## src/rtl/n3_parser_port_scheduler.sv

```systemverilog
// Round-robin arbiter sharing one N3 GTP-U parser among NUM_PORTS requesters:
// streams the granted packet onto the parser bus and returns its PHS tagged with the port.
module n3_parser_port_scheduler #(
    parameter int NUM_PORTS  = 4,
    parameter int GAP_CYCLES = 2,
    parameter int LEN_W      = 16,
    localparam int PW        = $clog2(NUM_PORTS)
) (
    input  logic                       CLK,
    input  logic                       reset,
    input  logic [NUM_PORTS-1:0]       req_i,
    input  logic [NUM_PORTS*LEN_W-1:0] pkt_len_i,
    input  logic [NUM_PORTS*32-1:0]    data_i,
    output logic [NUM_PORTS-1:0]       rd_o,
    output logic [31:0]                bus_o,
    output logic                       sop_o,
    input  logic [119:0]               phs_i,
    input  logic                       phs_valid_i,
    output logic [119:0]               phs_o,
    output logic [PW-1:0]              phs_port_o,
    output logic                       phs_valid_o,
    output logic                       err_nophs_o,
    output logic                       busy_o
);

    typedef enum logic [1:0] {
        IDLE   = 2'd0,
        STREAM = 2'd1,
        GAP    = 2'd2
    } state_t;

    state_t            state_q, state_d;
    logic [PW-1:0]     grant_q, last_q, winner, idx;
    logic [LEN_W-1:0]  len_q, cnt_q, win_len;
    logic              phs_seen_q;
    logic              found, stream_last, gap_last, capture, no_phs;

    // Rotating search: start one past the last winner, first requester found wins.
    always_comb begin
        found  = 1'b0;
        winner = '0;
        idx    = '0;
        for (int i = 1; i <= NUM_PORTS; i++) begin
            idx = PW'((int'(last_q) + i) % NUM_PORTS);
            if (!found && req_i[idx]) begin
                found  = 1'b1;
                winner = idx;
            end
        end
    end

    always_comb begin
        win_len = pkt_len_i[int'(winner)*LEN_W +: LEN_W];
        if (win_len == '0) begin
            win_len = LEN_W'(1);
        end
    end

    assign stream_last = (cnt_q == len_q - LEN_W'(1));
    assign gap_last    = (cnt_q == LEN_W'(GAP_CYCLES - 1));
    assign capture     = (state_q != IDLE) && phs_valid_i && !phs_seen_q;
    assign no_phs      = (state_q == GAP) && gap_last && !phs_seen_q && !phs_valid_i;

    always_comb begin
        state_d = state_q;
        case (state_q)
            IDLE:    if (found)       state_d = STREAM;
            STREAM:  if (stream_last) state_d = GAP;
            GAP:     if (gap_last)    state_d = IDLE;
            default:                  state_d = IDLE;
        endcase
    end

    // Word handshake: while streaming, the granted port must hold a valid head word;
    // rd_o pops it in the same cycle it is driven onto bus_o (no back-pressure).
    always_comb begin
        bus_o  = '0;
        rd_o   = '0;
        sop_o  = 1'b0;
        busy_o = (state_q != IDLE);
        if (state_q == STREAM) begin
            bus_o         = data_i[int'(grant_q)*32 +: 32];
            rd_o[grant_q] = 1'b1;
            sop_o         = (cnt_q == '0);
        end
    end

    always_ff @(posedge CLK or posedge reset) begin
        if (reset) begin
            state_q     <= IDLE;
            grant_q     <= '0;
            last_q      <= PW'(NUM_PORTS - 1);
            len_q       <= '0;
            cnt_q       <= '0;
            phs_seen_q  <= 1'b0;
            phs_o       <= '0;
            phs_port_o  <= '0;
            phs_valid_o <= 1'b0;
            err_nophs_o <= 1'b0;
        end else begin
            state_q     <= state_d;
            phs_valid_o <= capture;
            err_nophs_o <= no_phs;
            case (state_q)
                IDLE: begin
                    if (found) begin
                        grant_q    <= winner;
                        last_q     <= winner;
                        len_q      <= win_len;
                        cnt_q      <= '0;
                        phs_seen_q <= 1'b0;
                    end
                end
                STREAM:  cnt_q <= stream_last ? '0 : cnt_q + LEN_W'(1);
                GAP:     cnt_q <= cnt_q + LEN_W'(1);
                default: cnt_q <= '0;
            endcase
            // Only the first PHS strobe of a packet is kept.
            if (capture) begin
                phs_o      <= phs_i;
                phs_port_o <= grant_q;
                phs_seen_q <= 1'b1;
            end else if (no_phs) begin
                phs_port_o <= grant_q;
            end
        end
    end

endmodule

```

## config.mk

```make
export PLATFORM = sky130hd
export DESIGN_NAME = n3_parser_port_scheduler
export DESIGN_NICKNAME = d
export VERILOG_FILES = /design/src/rtl/n3_parser_port_scheduler.sv
export SDC_FILE = /design/constraint.sdc
export NUM_CORES = 1
export LEC_CHECK = 0
export ABC_AREA = 0
export CORE_AREA = 8 8 180 182
export CTS_CLUSTER_DIAMETER = 80
export DETAILED_ROUTE_END_ITERATION = 8
export DIE_AREA = 0 0 188 190
export SETUP_SLACK_MARGIN = 0.4
export SLEW_MARGIN = 20
export SYNTH_ARGS = -nofsm -noshare
export SYNTH_HDL_FRONTEND = slang
export SYNTH_SLANG_ARGS = --single-unit
```

## constraint.sdc

```tcl
create_clock -name CLK -period 7.4 [get_ports CLK]
set_input_delay 0.74 -clock CLK [delete_from_list [all_inputs] [get_ports CLK]]
set_output_delay 0.74 -clock CLK [all_outputs]
set_load 0.005 [all_outputs]
```

Yosys cells after proc, flatten, opt, wreduce, memory -nomap -nowiden
Cells that the tools add are included.
- logic and storage cells: 89
- output and inout port bits: 162
- bits in read-only memories: 0
- register bits: 163
- input bits: 319
- bits in writable memories: 0
- bits in latches: 0
- memories kept: 0
- divide/modulo/power cells: 0
- add/sub/neg operators: 6
- magnitude comparators: 6
- equal/unequal tests: 7
- multiplexer cells: 34
- reduce and logical (&&, ||, !) cells: 24
- bitwise logic cells: 0
- shifts and indexed selects: 2
- multipliers: 0
- operators with widths (kind ; count):
    $shiftx 128x8->32 ; 1
    $shiftx 64x7->16 ; 1
    $mux 16 ; 3
    $pmux 16 s3 ; 1
    $logic_not 16->1 ; 2
    $mux 32 ; 1
    $mux 2 ; 9
    $add 16x1->16 const B ; 1
    $eq 16x1->1 const B ; 1
    $eq 16x16->1 ; 1
    $sub 16x1->16 const B ; 1
    $lt 2x3->1 const B ; 5
    $mux 1 ; 13
    $logic_and 1x1->1 ; 9
    $bmux 1 s2 ; 4
    $reduce_bool 2->1 ; 4
    $ne 2x2->1 const B ; 3
    $pmux 2 s3 ; 1
    $logic_not 1->1 ; 5
    $add 2x1->2 const B ; 2
    $add 2x2->2 const B ; 2
    $mux 4 ; 1
    $reduce_and 2->1 ; 2
    $reduce_and 3->1 ; 1
    5 further kinds ; 5

Depth between registers and ports, before layout
- depth in word-level cells: 16
- gate-level depth with buffers: 11
- gate-level depth less buffers: 10

Worst setup path after synthesis
No wires, ideal clock.
- path kind: flip-flop to flip-flop
- start point: reg len_q[0]
- end point: reg cnt_q[3]
- library setup time: 0.101 ns
- path buffers: 1
- period minus slack after synthesis: 2.847 ns
- setup slack: 4.553 ns
- arrival time: 2.747 ns
- cell stages (with the launch flop): 12
- data required time: 7.299 ns
- cell sequence: dfrtp_1 > inv_1 > ha_1 > or3b_2 > nor4_4 > mux2_2 > mux2i_1 > o21ai_2 > a31oi_4 > o21ai_4 > buf_6 > o32ai_1
- cells in the longest elaborated chain, start to end: 4
- ends and longest elaborated chain (element ; line ; RTL):
    start, declared ; 34 ; logic [LEN_W-1:0] len_q, cnt_q, win_len;
    start signal, assigned ; 109 ; len_q <= win_len;
    $sub 16x1->16 ; 59 ; assign stream_last = (cnt_q == len_q - LEN_W'(1));
    $eq 16x16->1 ; 59 ;
    $mux 16 ; 114 ; STREAM: cnt_q <= stream_last ? '0 : cnt_q + LEN_W'(1);
    $pmux 16 s3 ; 104 ; case (state_q)
    end signal, assigned ; 114 ;
    end signal, assigned ; 115 ; GAP: cnt_q <= cnt_q + LEN_W'(1);
    end, declared ; 34 ;
Every way passes these cells.
A chain may end at the register's enable or synchronous reset.

Worst setup path after layout
- start point: reg grant_q[0]
- end point: out bus_o[24]
- cells in the longest elaborated chain, start to end: 2
- ends and longest elaborated chain (element ; line ; RTL):
    start, declared ; 33 ; logic [PW-1:0] grant_q, last_q, winner, idx;
    start signal, assigned ; 107 ; grant_q <= winner;
    $shiftx 128x8->32 ; 82 ; bus_o = data_i[int'(grant_q)*32 +: 32];
    $mux 32 ; 81 ; if (state_q == STREAM) begin
    end, declared ; 15 ; output logic [31:0] bus_o,
Every way passes these cells.

==> impl_summary.log <==
[metrics] reported leakage power: about 6 nW
[metrics] Achievable Freq: 294 MHz
[metrics] post-layout minimum cycle time: 3400 ps
[metrics] final number of hold-violating endpoints: 0
[metrics] leading post-synthesis cells by cell area: sky130_fd_sc_hd__dfrtp_1 46%, sky130_fd_sc_hd__mux2_2 18%, sky130_fd_sc_hd__mux4_2 8.3%
[metrics] path type of the worst setup path: reg -> out
[metrics] fraction of post-synthesis cell area in the top cell type by area: 46.1%
[metrics] PostCTS Resize Cnt: 0
[metrics] fraction of the core area covered by cells at the end of the flow: 49.3%
[metrics] CP max stage cell: sky130_fd_sc_hd__mux4_2
[metrics] crit end category: output pin
[metrics] width of the die: 188 microns
[metrics] setup TNS after final layout: 0 ps
[metrics] CTS Buf Count: 17
[metrics] YS warnings: 0
[metrics] worst slew margin relative to its limit: about 33%
[metrics] CP peak stage delay: approximately 560 ps
[metrics] number of optimization iterations in the first detailed-route pass: 4
[metrics] layout overhead on the synthesized area: 66.0%
[metrics] average cell area after synthesis: 12.5 sq um
[metrics] endpoint arrival time on the critical path: 2660 ps
[metrics] maximum number of pins on one net before global-route repair: 101
[metrics] Antenna Diode Count: 0
[metrics] Starting Density: 29.7%
[metrics] fraction of final layout cells with drive strength greater than 1: 19.4%
[metrics] initial antenna violation count: 0
[metrics] max-cap violations: 0
[metrics] post-synthesis sequential element count: 163
[metrics] number of buffers inserted by post-CTS setup repair: 0
[metrics] clock tree from TritonCTS: built
[metrics] FFs w/ async S/R, synth: between 90% and 100%
[metrics] number of enable-type register cells in the synthesized netlist: 0
[metrics] CTS HTree Levels: 4
[metrics] chip height: 190 microns
[metrics] slew at the pin closest to its max-slew limit: 996 ps
[metrics] DRC violation count after routing: 0
[metrics] final-stage net count: roughly 1,500
[metrics] Top-Level Pins: approximately 480
[metrics] clk slew on worst S/H paths: 70 ps
[metrics] clock root cell: sky130_fd_sc_hd__clkbuf_16
[metrics] global-route wire length before repair: 49.1 mm
[metrics] crit share post-route: 46.0%
[metrics] type of origin of the critical path: flop
[metrics] floorplan core area: 29,400 sq um
[metrics] total clock sinks: 163
[metrics] hold-fix buffers at CTS: 0
[metrics] total number of vias: 7,473
[metrics] category of cells accounting for the largest share of critical-path delay: buffers and inverters
[metrics] sequential element share of the synthesized area: 46.7%
[metrics] routability congestion estimate: around 0.8
[metrics] Detailed Route WL: 32.5 mm
[metrics] library cells used by synthesis: 56
[metrics] leading cell type in the layout, fill and taps excluded: sky130_fd_sc_hd__clkdlybuf4s50_1
[metrics] Buffers on Ports: 480
[metrics] commonest cells after routing, fill and taps aside: 480 x sky130_fd_sc_hd__clkdlybuf4s50_1, 160 x sky130_fd_sc_hd__dfrtp_1, 139 x sky130_fd_sc_hd__mux2_2
[metrics] routed length per placed instance: 20.8 microns
[metrics] final setup fails: 0
[metrics] cell area after synthesis: 8730 sq um
[metrics] power per unit of standard cell area: 169 nW/um^2
[metrics] area of the die: between 30,000 and 40,000 sq um
[metrics] crit path buf inv count: 2
[metrics] worst-case clock skew: 19.5 ps
[metrics] global router's overall resource usage: between 10% and 20%
[metrics] clk_lat worst skew: around 430 ps
[metrics] via count of the first global-routing pass: 8,085
[metrics] cells after synthesis: 701
[metrics] cell breakdown of the critical path: buf_4 -> mux4_2 -> and2_1 -> clkdlybuf4s50_1
[metrics] biggest fanout along the worst timing path: 29
[metrics] Final ANT Viol Nets: 0
[metrics] clock tree buffer depth: 2
[metrics] Slew Viols, Final: 0
[metrics] grt total ovfl: 0
[metrics] DP HPWL: 26.2 mm
[metrics] IR Drop Worst-Case VDD: 0.129 mV
[metrics] number of placement rows: 63
[metrics] worst endpoint required time: about 6700 ps
[metrics] most used flip-flop cell after synthesis: sky130_fd_sc_hd__dfrtp_1
[metrics] outcome: finished clean
[metrics] average via count per standard cell: 4.78
[metrics] net count of the mapped netlist: 1,027
[metrics] unrepaired setup endpoints after global routing: no
[metrics] largest area contributor in the netlist: sky130_fd_sc_hd__dfrtp_1
[metrics] number of design-rule violations left by the first detailed-router iteration: between 300 and 400
[metrics] Min-Delay Path Class: reg -> reg
==> where the power goes <==
group | internal, mW | switching (mW)
clock | 0.448 | 0.417
combinational | 0.402 | 0.161
sequential | 0.976 | 0.0430
total | 1.83 | 0.621
==> synth_stat cells (4+ instances only) <==
cell type	n
sky130_fd_sc_hd__a21oi_1	12
sky130_fd_sc_hd__dfrtp_1	161
sky130_fd_sc_hd__o31ai_1	6
sky130_fd_sc_hd__buf_2	4
sky130_fd_sc_hd__mux2_2	139
sky130_fd_sc_hd__xnor2_1	13
sky130_fd_sc_hd__nor3_1	11
sky130_fd_sc_hd__nand3_1	19
sky130_fd_sc_hd__ha_1	7
sky130_fd_sc_hd__nor2_1	34
sky130_fd_sc_hd__nor3b_1	5
sky130_fd_sc_hd__nand2b_1	5
sky130_fd_sc_hd__mux2i_1	51
sky130_fd_sc_hd__buf_1	8
sky130_fd_sc_hd__nand2_1	22
sky130_fd_sc_hd__and2_1	34
sky130_fd_sc_hd__o21ai_0	13
sky130_fd_sc_hd__inv_1	20
sky130_fd_sc_hd__o32ai_1	4
sky130_fd_sc_hd__nor4_1	10
sky130_fd_sc_hd__clkbuf_1	34
sky130_fd_sc_hd__nand4_1	7
sky130_fd_sc_hd__mux4_2	32
sky130_fd_sc_hd__xor2_1	4
==> cell families after synthesis <==
family / after synthesis / share of synthesized area (%)
muxes: 222 / 32.0
adders and majority gates: 7 / 1.00
xor gates and xnor gates: 17 / 1.70
and+or+nand+nor: 162 / 10.1
buffers and inverters: 68 / 3.15
DFF: 163 / 46.7
AOI/OAI and AO/OA: 62 / 5.33
==> worst reg2reg max path: cells and delay by family, from the launching register on <==
family	cells	cell delay [ps]
compound gates	4	940
fa+ha+maj	1	220
buf+inv	1	90
flops	1	460
mux	2	540
simple gates	2	860
==> cell type report <==
cell class              count  area, sq um
multi-input cells         470         4400
fillers                  2691        14900
clock buffers              18          429
inverters                  20         80.1
well taps                 390          488
flip-flops and latches    163         4080
clock inverters            14          140
repair buffers            488         4880
==> per-layer routing <==
metal	vias to the layer above	share of wire [%]	track usage [%]
li1	3485	-	-
met1	3659	36	18.0
met2	309	54	33.1
met3	20	8.9	6.81
met4	0	1.3	4.24
met5	-	0	0
==> state kept, by name (all words and copies together) (netlist names) <==
name / flops
phs_seen_q: 1
phs_valid_o: 1
cnt_q: 16
phs_o: 120
len_q: 16
grant_q: 2
state_q: 2
last_q: 2
err_nophs_o: 1
phs_port_o: 2
==> final timing paths <==
kind                                      startpoint                   endpoint  slack (ps)  depth (start not counted)
min in group asynchronous                      reset      phs_o[82]$_DFFE_PP0P_         900                          2
setup reg to reg                len_q[0]$_DFFE_PP0P_      cnt_q[13]$_DFFE_PP0P_        4190                         10
max in group asynchronous                      reset      phs_o[96]$_DFFE_PP0P_        5090                          3
hold / removal             phs_port_o[0]$_DFFE_PP0P_  phs_port_o[0]$_DFFE_PP0P_         490                          2
hold reg to reg            phs_port_o[0]$_DFFE_PP0P_  phs_port_o[0]$_DFFE_PP0P_         490                          2
setup / recovery              grant_q[0]$_DFFE_PP0P_                  bus_o[24]        4000                          4
==> through the flow <==
step                total power, mW  area, sq um  worst slack [ps]  instances  hold slack (ps)
finish                         2.45        14500              4000       1563              488
global route                   2.56        14500              3830       1563              522
CTS                            2.49        14500              3900       1562              496
detailed placement             1.60        13900              3710       1530              476
global placement               1.60        13900              3740       1530              463
floorplan                      1.19         8730              2260        701              473
Power figures use the tool's default switching activity.
